$ cat src/rtl/nfc_subcarrier_detect.sv
// nfc_subcarrier_detect: NFC receive-path subcarrier energy detector.
// Each ADC sample goes through three steps:
//   1. DC removal
//   2. rectification and a WIN_LEN-sample sliding-window sum (energy)
//   3. a hysteresis comparator that drives carrier_on and carrier_chg
// Latency from the adc_data_en cycle: energy_en at +3, carrier_on/carrier_chg at +4.
// Optional feature: define SUBCARRIER_DC_REMOVE_EN to enable the IIR DC tracker.
// Without it, the fixed midscale (2048) is subtracted instead.
module nfc_subcarrier_detect #(
  parameter int unsigned DC_SHIFT = 6,
  parameter int unsigned WIN_LEN  = 3,
  parameter logic [15:0] TH_HI    = 16'd1200,
  parameter logic [15:0] TH_LO    = 16'd600
) (
  input  logic        clk,
  input  logic        rst,
  input  logic        adc_data_en,
  input  logic [11:0] adc_data,
  output logic        energy_en,
  output logic [15:0] energy,
  output logic        carrier_on,
  output logic        carrier_chg
);

  localparam int unsigned ACC_W = 12 + DC_SHIFT;
  // The tracker starts at midscale; 2048 << DC_SHIFT is just the accumulator MSB.
  localparam logic [ACC_W-1:0] ACC_RST = {1'b1, {(ACC_W-1){1'b0}}};
  localparam logic [11:0]      DC_MID  = ACC_RST[ACC_W-1 -: 12];

  logic signed [12:0] ac_d, ac_q;
  logic               v1_q, v2_q;
  logic [11:0]        mag_d, mag_q;
  logic [11:0]        win_q [WIN_LEN];
  logic [15:0]        energy_d, energy_q;
  logic               energy_en_q;
  logic               carrier_on_q, carrier_chg_q;

`ifdef SUBCARRIER_DC_REMOVE_EN
  logic [ACC_W-1:0] acc_d, acc_q;
  logic [11:0]      dc;

  assign dc = acc_q[ACC_W-1 -: 12];

  // AC sample and next accumulator value, both using dc from before the update
  always_comb begin
    ac_d  = $signed({1'b0, adc_data}) - $signed({1'b0, dc});
    // Modular arithmetic is exact here: the true result always lies in range.
    acc_d = acc_q + ACC_W'(adc_data) - ACC_W'(dc);
  end

  // DC tracker accumulator, advances only on sample strobes
  always_ff @(posedge clk or posedge rst) begin
    if (rst) begin
      acc_q <= ACC_RST;
    end else if (adc_data_en) begin
      acc_q <= acc_d;
    end
  end
`else
  // AC sample against the fixed midscale
  always_comb begin
    ac_d = $signed({1'b0, adc_data}) - $signed({1'b0, DC_MID});
  end
`endif

  // Stage 1: register the AC sample
  always_ff @(posedge clk or posedge rst) begin
    if (rst) begin
      v1_q <= 1'b0;
      ac_q <= '0;
    end else begin
      v1_q <= adc_data_en;
      if (adc_data_en) ac_q <= ac_d;
    end
  end

  // Rectify; |ac| <= 4095 always fits in 12 bits
  always_comb begin
    mag_d = ac_q[12] ? 12'(-ac_q) : ac_q[11:0];
  end

  // Stage 2: register the magnitude
  always_ff @(posedge clk or posedge rst) begin
    if (rst) begin
      v2_q  <= 1'b0;
      mag_q <= '0;
    end else begin
      v2_q <= v1_q;
      if (v1_q) mag_q <= mag_d;
    end
  end

  // Running window sum; the window starts zeroed, so the first outputs are partial sums
  always_comb begin
    energy_d = energy_q + 16'(mag_q) - 16'(win_q[WIN_LEN-1]);
  end

  // Stage 3: shift the window and update the energy
  always_ff @(posedge clk or posedge rst) begin
    if (rst) begin
      energy_en_q <= 1'b0;
      energy_q    <= '0;
      for (int unsigned i = 0; i < WIN_LEN; i++) win_q[i] <= '0;
    end else begin
      energy_en_q <= v2_q;
      if (v2_q) begin
        energy_q <= energy_d;
        win_q[0] <= mag_q;
        for (int unsigned i = 1; i < WIN_LEN; i++) win_q[i] <= win_q[i-1];
      end
    end
  end

  // Stage 4: hysteresis comparator, evaluated on each energy strobe
  always_ff @(posedge clk or posedge rst) begin
    if (rst) begin
      carrier_on_q  <= 1'b0;
      carrier_chg_q <= 1'b0;
    end else begin
      carrier_chg_q <= 1'b0;
      if (energy_en_q) begin
        if (!carrier_on_q && (energy_q >= TH_HI)) begin
          carrier_on_q  <= 1'b1;
          carrier_chg_q <= 1'b1;
        end else if (carrier_on_q && (energy_q < TH_LO)) begin
          carrier_on_q  <= 1'b0;
          carrier_chg_q <= 1'b1;
        end
      end
    end
  end

  assign energy_en   = energy_en_q;
  assign energy      = energy_q;
  assign carrier_on  = carrier_on_q;
  assign carrier_chg = carrier_chg_q;

endmodule

$ cat config.mk
export PLATFORM = sky130hd
export DESIGN_NAME = nfc_subcarrier_detect
export DESIGN_NICKNAME = d
export VERILOG_FILES = /design/src/rtl/nfc_subcarrier_detect.sv
export SDC_FILE = /design/constraint.sdc
export NUM_CORES = 1
export LEC_CHECK = 0
export CELL_PAD_IN_SITES_DETAIL_PLACEMENT = 1
export CELL_PAD_IN_SITES_GLOBAL_PLACEMENT = 1
export CORE_ASPECT_RATIO = 1.25
export CORE_MARGIN = 4
export CORE_UTILIZATION = 50
export CTS_CLUSTER_SIZE = 8
export DETAILED_ROUTE_END_ITERATION = 8
export PLACE_DENSITY = 0.93
export SLEW_MARGIN = 10
export SYNTH_ARGS = -nofsm -noshare
export SYNTH_HDL_FRONTEND = slang
export SYNTH_SLANG_ARGS = --single-unit
$ cat constraint.sdc
create_clock -name clk -period 4.8 [get_ports clk]
set_input_delay 0.72 -clock clk [delete_from_list [all_inputs] [get_ports clk]]
set_output_delay 0.72 -clock clk [all_outputs]
set_load 0.02 [all_outputs]
Word-level counts from Yosys, hierarchy flattened
Index checks and enable logic that the tools add are counted.
{"block": "word_totals", "output_inout_bits": 19, "word_cells": 28, "regBits": 82}
{"block": "classes", "reduce_logical": 5, "addsub": 4, "muxes": 6, "order_cmp": 2}
{"op": "adder 16 x 12 -> 16 bit", "n": 1}
{"op": "greater-or-equal comparator 16 x 11 -> 1 bit, second input constant", "n": 1}
{"op": "less-than comparator 16 x 10 -> 1 bit, second input constant", "n": 1}
{"op": "subtractor 16 x 12 -> 16 bit", "n": 1}
{"op": "subtractor 12 x 12 -> 13 bit, second input constant", "n": 1}
{"op": "two-way mux 12 bit", "n": 1}
{"op": "negation 12 bit", "n": 1}
{"op": "two-way mux 1 bit", "n": 5}
{"op": "logical AND 1 bit", "n": 2}
{"op": "AND reduction 2 bit", "n": 1}
{"op": "nonzero test 2 bit", "n": 1}
{"op": "logical NOT 1 bit", "n": 1}

Depth between registers and ports, before layout
{"block": "logic_depth", "depth_word": 5, "mapped_depth": 10}

Least setup slack after synthesis
OpenSTA, ideal clock, no wires.
{"block": "synth_timing", "kind": "register to register", "start": "reg energy_q[1], in the netlist energy[1]", "end": "reg energy_q[8], in the netlist energy[8]", "n_path_buf": 0, "required_ns": 4.669, "stages_incl_launch_ff": 10, "setup_time_ns": 0.131, "slack_ns": 1.984, "arrival_ns": 2.685, "period_less_slack_ns": 2.816, "cell_sequence": "dfrtp_1 -> inv_1 -> fa_1 -> inv_1 -> fa_1 -> a21o_2 -> a311oi_2 -> o21ai_1 -> and4b_1 -> or3_1"}
{"block": "synth_via", "elab_chain_len": 2}
{"element": "start, declared", "line": "34", "text": "logic [15:0] energy_d, energy_q;"}
{"element": "start signal, assigned", "line": "107", "text": "energy_q <= energy_d;"}
{"element": "adder 16 x 12 -> 16 bit", "line": "95", "text": "energy_d = energy_q + 16'(mag_q) - 16'(win_q[WIN_LEN-1]);"}
{"element": "subtractor 16 x 12 -> 16 bit", "line": "95"}
Every way passes these cells.
A chain may end at the register's enable or synchronous reset.

Worst setup path in the final report
Ends and elaborated chain as after synthesis.

==> impl_metrics.toml <==
[floorplanning]
ioPinCount = 34
die_h_um = 113.5
rows = 38
start_util_pct = 51.18
die_x_um = 92.41
core_area_um2 = 8701
dieArea_um2 = 10490

[layout]
area_growth_pct = 13.80
nets = 491
diodes = 0
drive_above_1_share_pct = 16.33
fillers = 943
regArea_um2 = 2028
multi_input_area_um2 = 2122

[grt]
grt-ovfl-total = 0
grt_max_degree = 52
grtUsageTotal_pct = 21.30
antenna_found_initial = 0
grt_pass1_vias = 3470
grt_pass1_wl_mm = 17.37

[route]
drt_iter0_drc = 107
wl_per_cell_um = 17.79
vias = 3142
viasPerCell = 5.541
drc = 0
ant_nets = 0
routed_wl_mm = 10.09
drt-pass1-iter-count = 4

[critical_path]
r2r-start = "energy[1]"
crit_chain = "inv_1 -> fa_1 -> inv_1 -> fa_1 -> a21o_2 -> a311oi_2 -> o21ai_1 -> and4b_1 -> or3_1"
path_class = "reg -> reg"
critPathSlowestCell = "fa_1"
worstRegToRegCells = 9
slowest_delay_ns = 0.54
crit_arrival_ns = 3.12
worstSetupEndpointType = "flop"
startpoint_type = "flop"
path_max_fanout = 3
rr_endpoint = "energy[8]"
r2r_slack_ns = 1.92
crit_required_ns = 5.04

[timing]
fmaxAchievable_ghz = 0.3476
fin_tns_setup_ns = 0
worst_pin_slew_ns = 0.8884
worst_slack_ns = 1.923
setup_viol = 0
layout_min_cycle_time_ns = 2.877
fin_crit_sh_pct = 59.93
finalHoldViolations = 0
slew_headroom_pct = 40.70
rsz0062_at_grt = "false"
clock_skew_ns = 0.01090
slew_violations = 0

[synthesis]
syn_avg_cell_area_um2 = 10.83
ys_types = 51
synthFlopType = "dfrtp_1"
netlist_instances = 411
synth_xor_area_share_pct = 3.147
ys_warn_count = 0
synth_fp_nets = 459
syn_area_um2 = 4453
yosys.area_share.simple_pct = 7.221
synth_adder_area_share_pct = 11.30
synth_top_family_by_area = "compound AO/OA/AOI/OAI gates"
synth_mux_area_share_pct = 12.53
synth_compound_area_share_pct = 13.46
synth_edf_count = 0
ys_seq_area_share_pct = 45.52
async_flop_share_pct = 100.0
ys_ff_latch = 81

[outcome]
status = "finished clean"

[clock_network]
clkLatencyLatePin_ns = 0.36
cts_hold_buf = 0
cts_setup_buffers = 0
clk_pin_slew_worst_paths_ns = 0.08
cts.sinks = 81
post_cts_resized = 0
cts-buffers-inserted = 9
cts_tree = "done"
cts.path.max_buffers = 2
h-tree-depth = 3
cts_root_buf = "clkbuf_8"

[place]
port_buffers = 33
dp_slack_ns = 1.943
routabilityCongestion = 0.8440
dp_hpwl_mm = 7.426

[power]
powerDensity_nw_per_um2 = 765.4
p_leak_uw = 0.002335
worst_ir_drop_vdd_mv = 0.2849

[worst_hold_path]
whs_endpoint = "win_q[20]"
holdPathStages = 1
worstHoldPathType = "reg -> reg"
min_from = "win_q[20]"

[run]
cap_violations = 0
flip-flops by register name, indices dropped and copies added (netlist names):
| register | count |
|---|---|
| win_q | 36 |
| energy | 16 |
| ac_q | 12 |
| mag_q | 12 |
| carrier_chg | 1 |
| carrier_on | 1 |
| energy_en | 1 |
| v1_q | 1 |
| v2_q | 1 |
cells by family after synthesis:
| family | count (synthesis) |
|---|---|
| flip-flops | 81 |
| buffers and inverters | 76 |
| XOR/XNOR | 16 |
| AND/OR/NAND/NOR | 67 |
| AO/OA/AOI/OAI | 88 |
| adder cells (fa/ha/maj) | 33 |
| multiplexers | 50 |
Yosys cell counts (2+ instances only):
master,instances,area [um^2]
a211o_1,3,26.28
a211oi_1,2,15.01
a21o_1,2,15.01
a21o_2,3,26.28
a21oi_1,26,130.1
a21oi_2,2,17.52
a221o_1,2,20.02
a31o_2,2,17.52
buf_6,2,22.52
clkbuf_1,11,41.29
dfrtp_1,81,2027
fa_1,12,240.2
ha_1,21,262.8
inv_1,62,232.7
mux2_2,46,518.0
mux2i_1,4,40.04
nand2_1,23,86.33
nand2b_1,3,18.77
nand3_1,2,10.01
nand4_1,2,12.51
nor2_1,20,75.07
nor3_1,5,25.02
o2111ai_1,2,17.52
o211a_1,2,20.02
o211ai_1,4,30.03
o21a_1,2,15.01
o21ai_0,14,70.07
o21ai_1,3,15.01
o21bai_1,3,22.52
o221ai_1,2,17.52
o22ai_1,4,25.02
o31ai_1,4,30.03
or3_1,3,18.77
xnor2_1,6,52.55
xor2_1,10,87.58
critical path, delay by kind of cell, from the launching register on:
family                     cells  cell delay (ns)
adders and majority gates      2             1.00
buffers and inverters          2             0.14
AOI/OAI and AO/OA              3             0.74
and+or+nand+nor                2             0.53
DFF                            1             0.36
worst max path at each step:
stage,endpoint,cells after the start,start,slack [ns]
floorplan,energy[8],9,energy[1],1.98
global placement,energy[8],9,energy[1],2.03
detailed placement,energy[8],9,energy[1],1.94
CTS,energy[8],9,energy[1],1.93
global route,energy[15],9,mag_q[1],1.80
finish,energy[8],9,energy[1],1.92
report_power, final:
| part | internal (uW) | switching [uW] | total [uW] |
|---|---|---|---|
| clock network | 251 | 243 | 495 |
| logic | 1010 | 1360 | 2370 |
| registers | 873 | 144 | 1020 |
placed cells by master, fill, tap and decap left out, drive strengths merged, types with 2 or more instances in the layout:
cell | Yosys | routed
a211o | 3 | 3
a211oi | 2 | 2
a21o | 5 | 5
a21oi | 28 | 28
a221o | 2 | 2
a31o | 2 | 2
buf | 3 | 2
clkbuf | 11 | 12
clkdlybuf4s50 | 0 | 33
clkinv | 0 | 2
dfrtp | 81 | 81
fa | 12 | 12
ha | 21 | 21
inv | 62 | 61
mux2 | 46 | 46
mux2i | 4 | 4
nand2 | 23 | 23
nand2b | 3 | 3
nand3 | 2 | 2
nand4 | 2 | 2
nor2 | 20 | 20
nor3 | 6 | 6
o2111ai | 2 | 2
o211a | 2 | 2
o211ai | 4 | 4
o21a | 2 | 2
o21ai | 17 | 17
o21bai | 3 | 3
o221ai | 2 | 2
o22ai | 4 | 4
o31ai | 4 | 4
or3 | 3 | 3
xnor2 | 6 | 6
xor2 | 10 | 10
metrics by stage:
| stage | total power (uW) | hold slack, ns | std cells | instance area (um^2) | utilization, % |
|---|---|---|---|---|---|
| detailed placement | 3329 | 0.4935 | 552 | 4880 | 56.08 |
| finish | 3879 | 0.5072 | 567 | 5067 | 58.24 |
| CTS | 3886 | 0.5092 | 567 | 5067 | 58.24 |
| floorplan | 2690 | 0.3745 | 411 | 4453 | - |
| global route | 4208 | 0.5193 | 567 | 5067 | 58.24 |
| global placement | 3123 | 0.4826 | 552 | 4880 | 56.08 |
layout make-up:
cell class / instances / area share [%]
Sequential cell: 81 / 40.02
Multi-Input combinational cell: 254 / 41.88
Clock inverter: 3 / 0.8395
Clock buffer: 12 / 2.864
Inverter: 62 / 4.617
Tap cell: 120 / 2.963
Timing Repair Buffer: 35 / 6.815
metal layers:
| metal | up-vias | global-route usage, % | wire length (um) |
|---|---|---|---|
| li1 | 1456 | - | - |
| met1 | 1596 | 25.05 | 4046 |
| met2 | 67 | 37.85 | 5428 |
| met3 | 23 | 3.958 | 317 |
| met4 | 0 | 9.217 | 294 |
| met5 | - | 0 | 0 |
(Power assumes the default switching activity.)
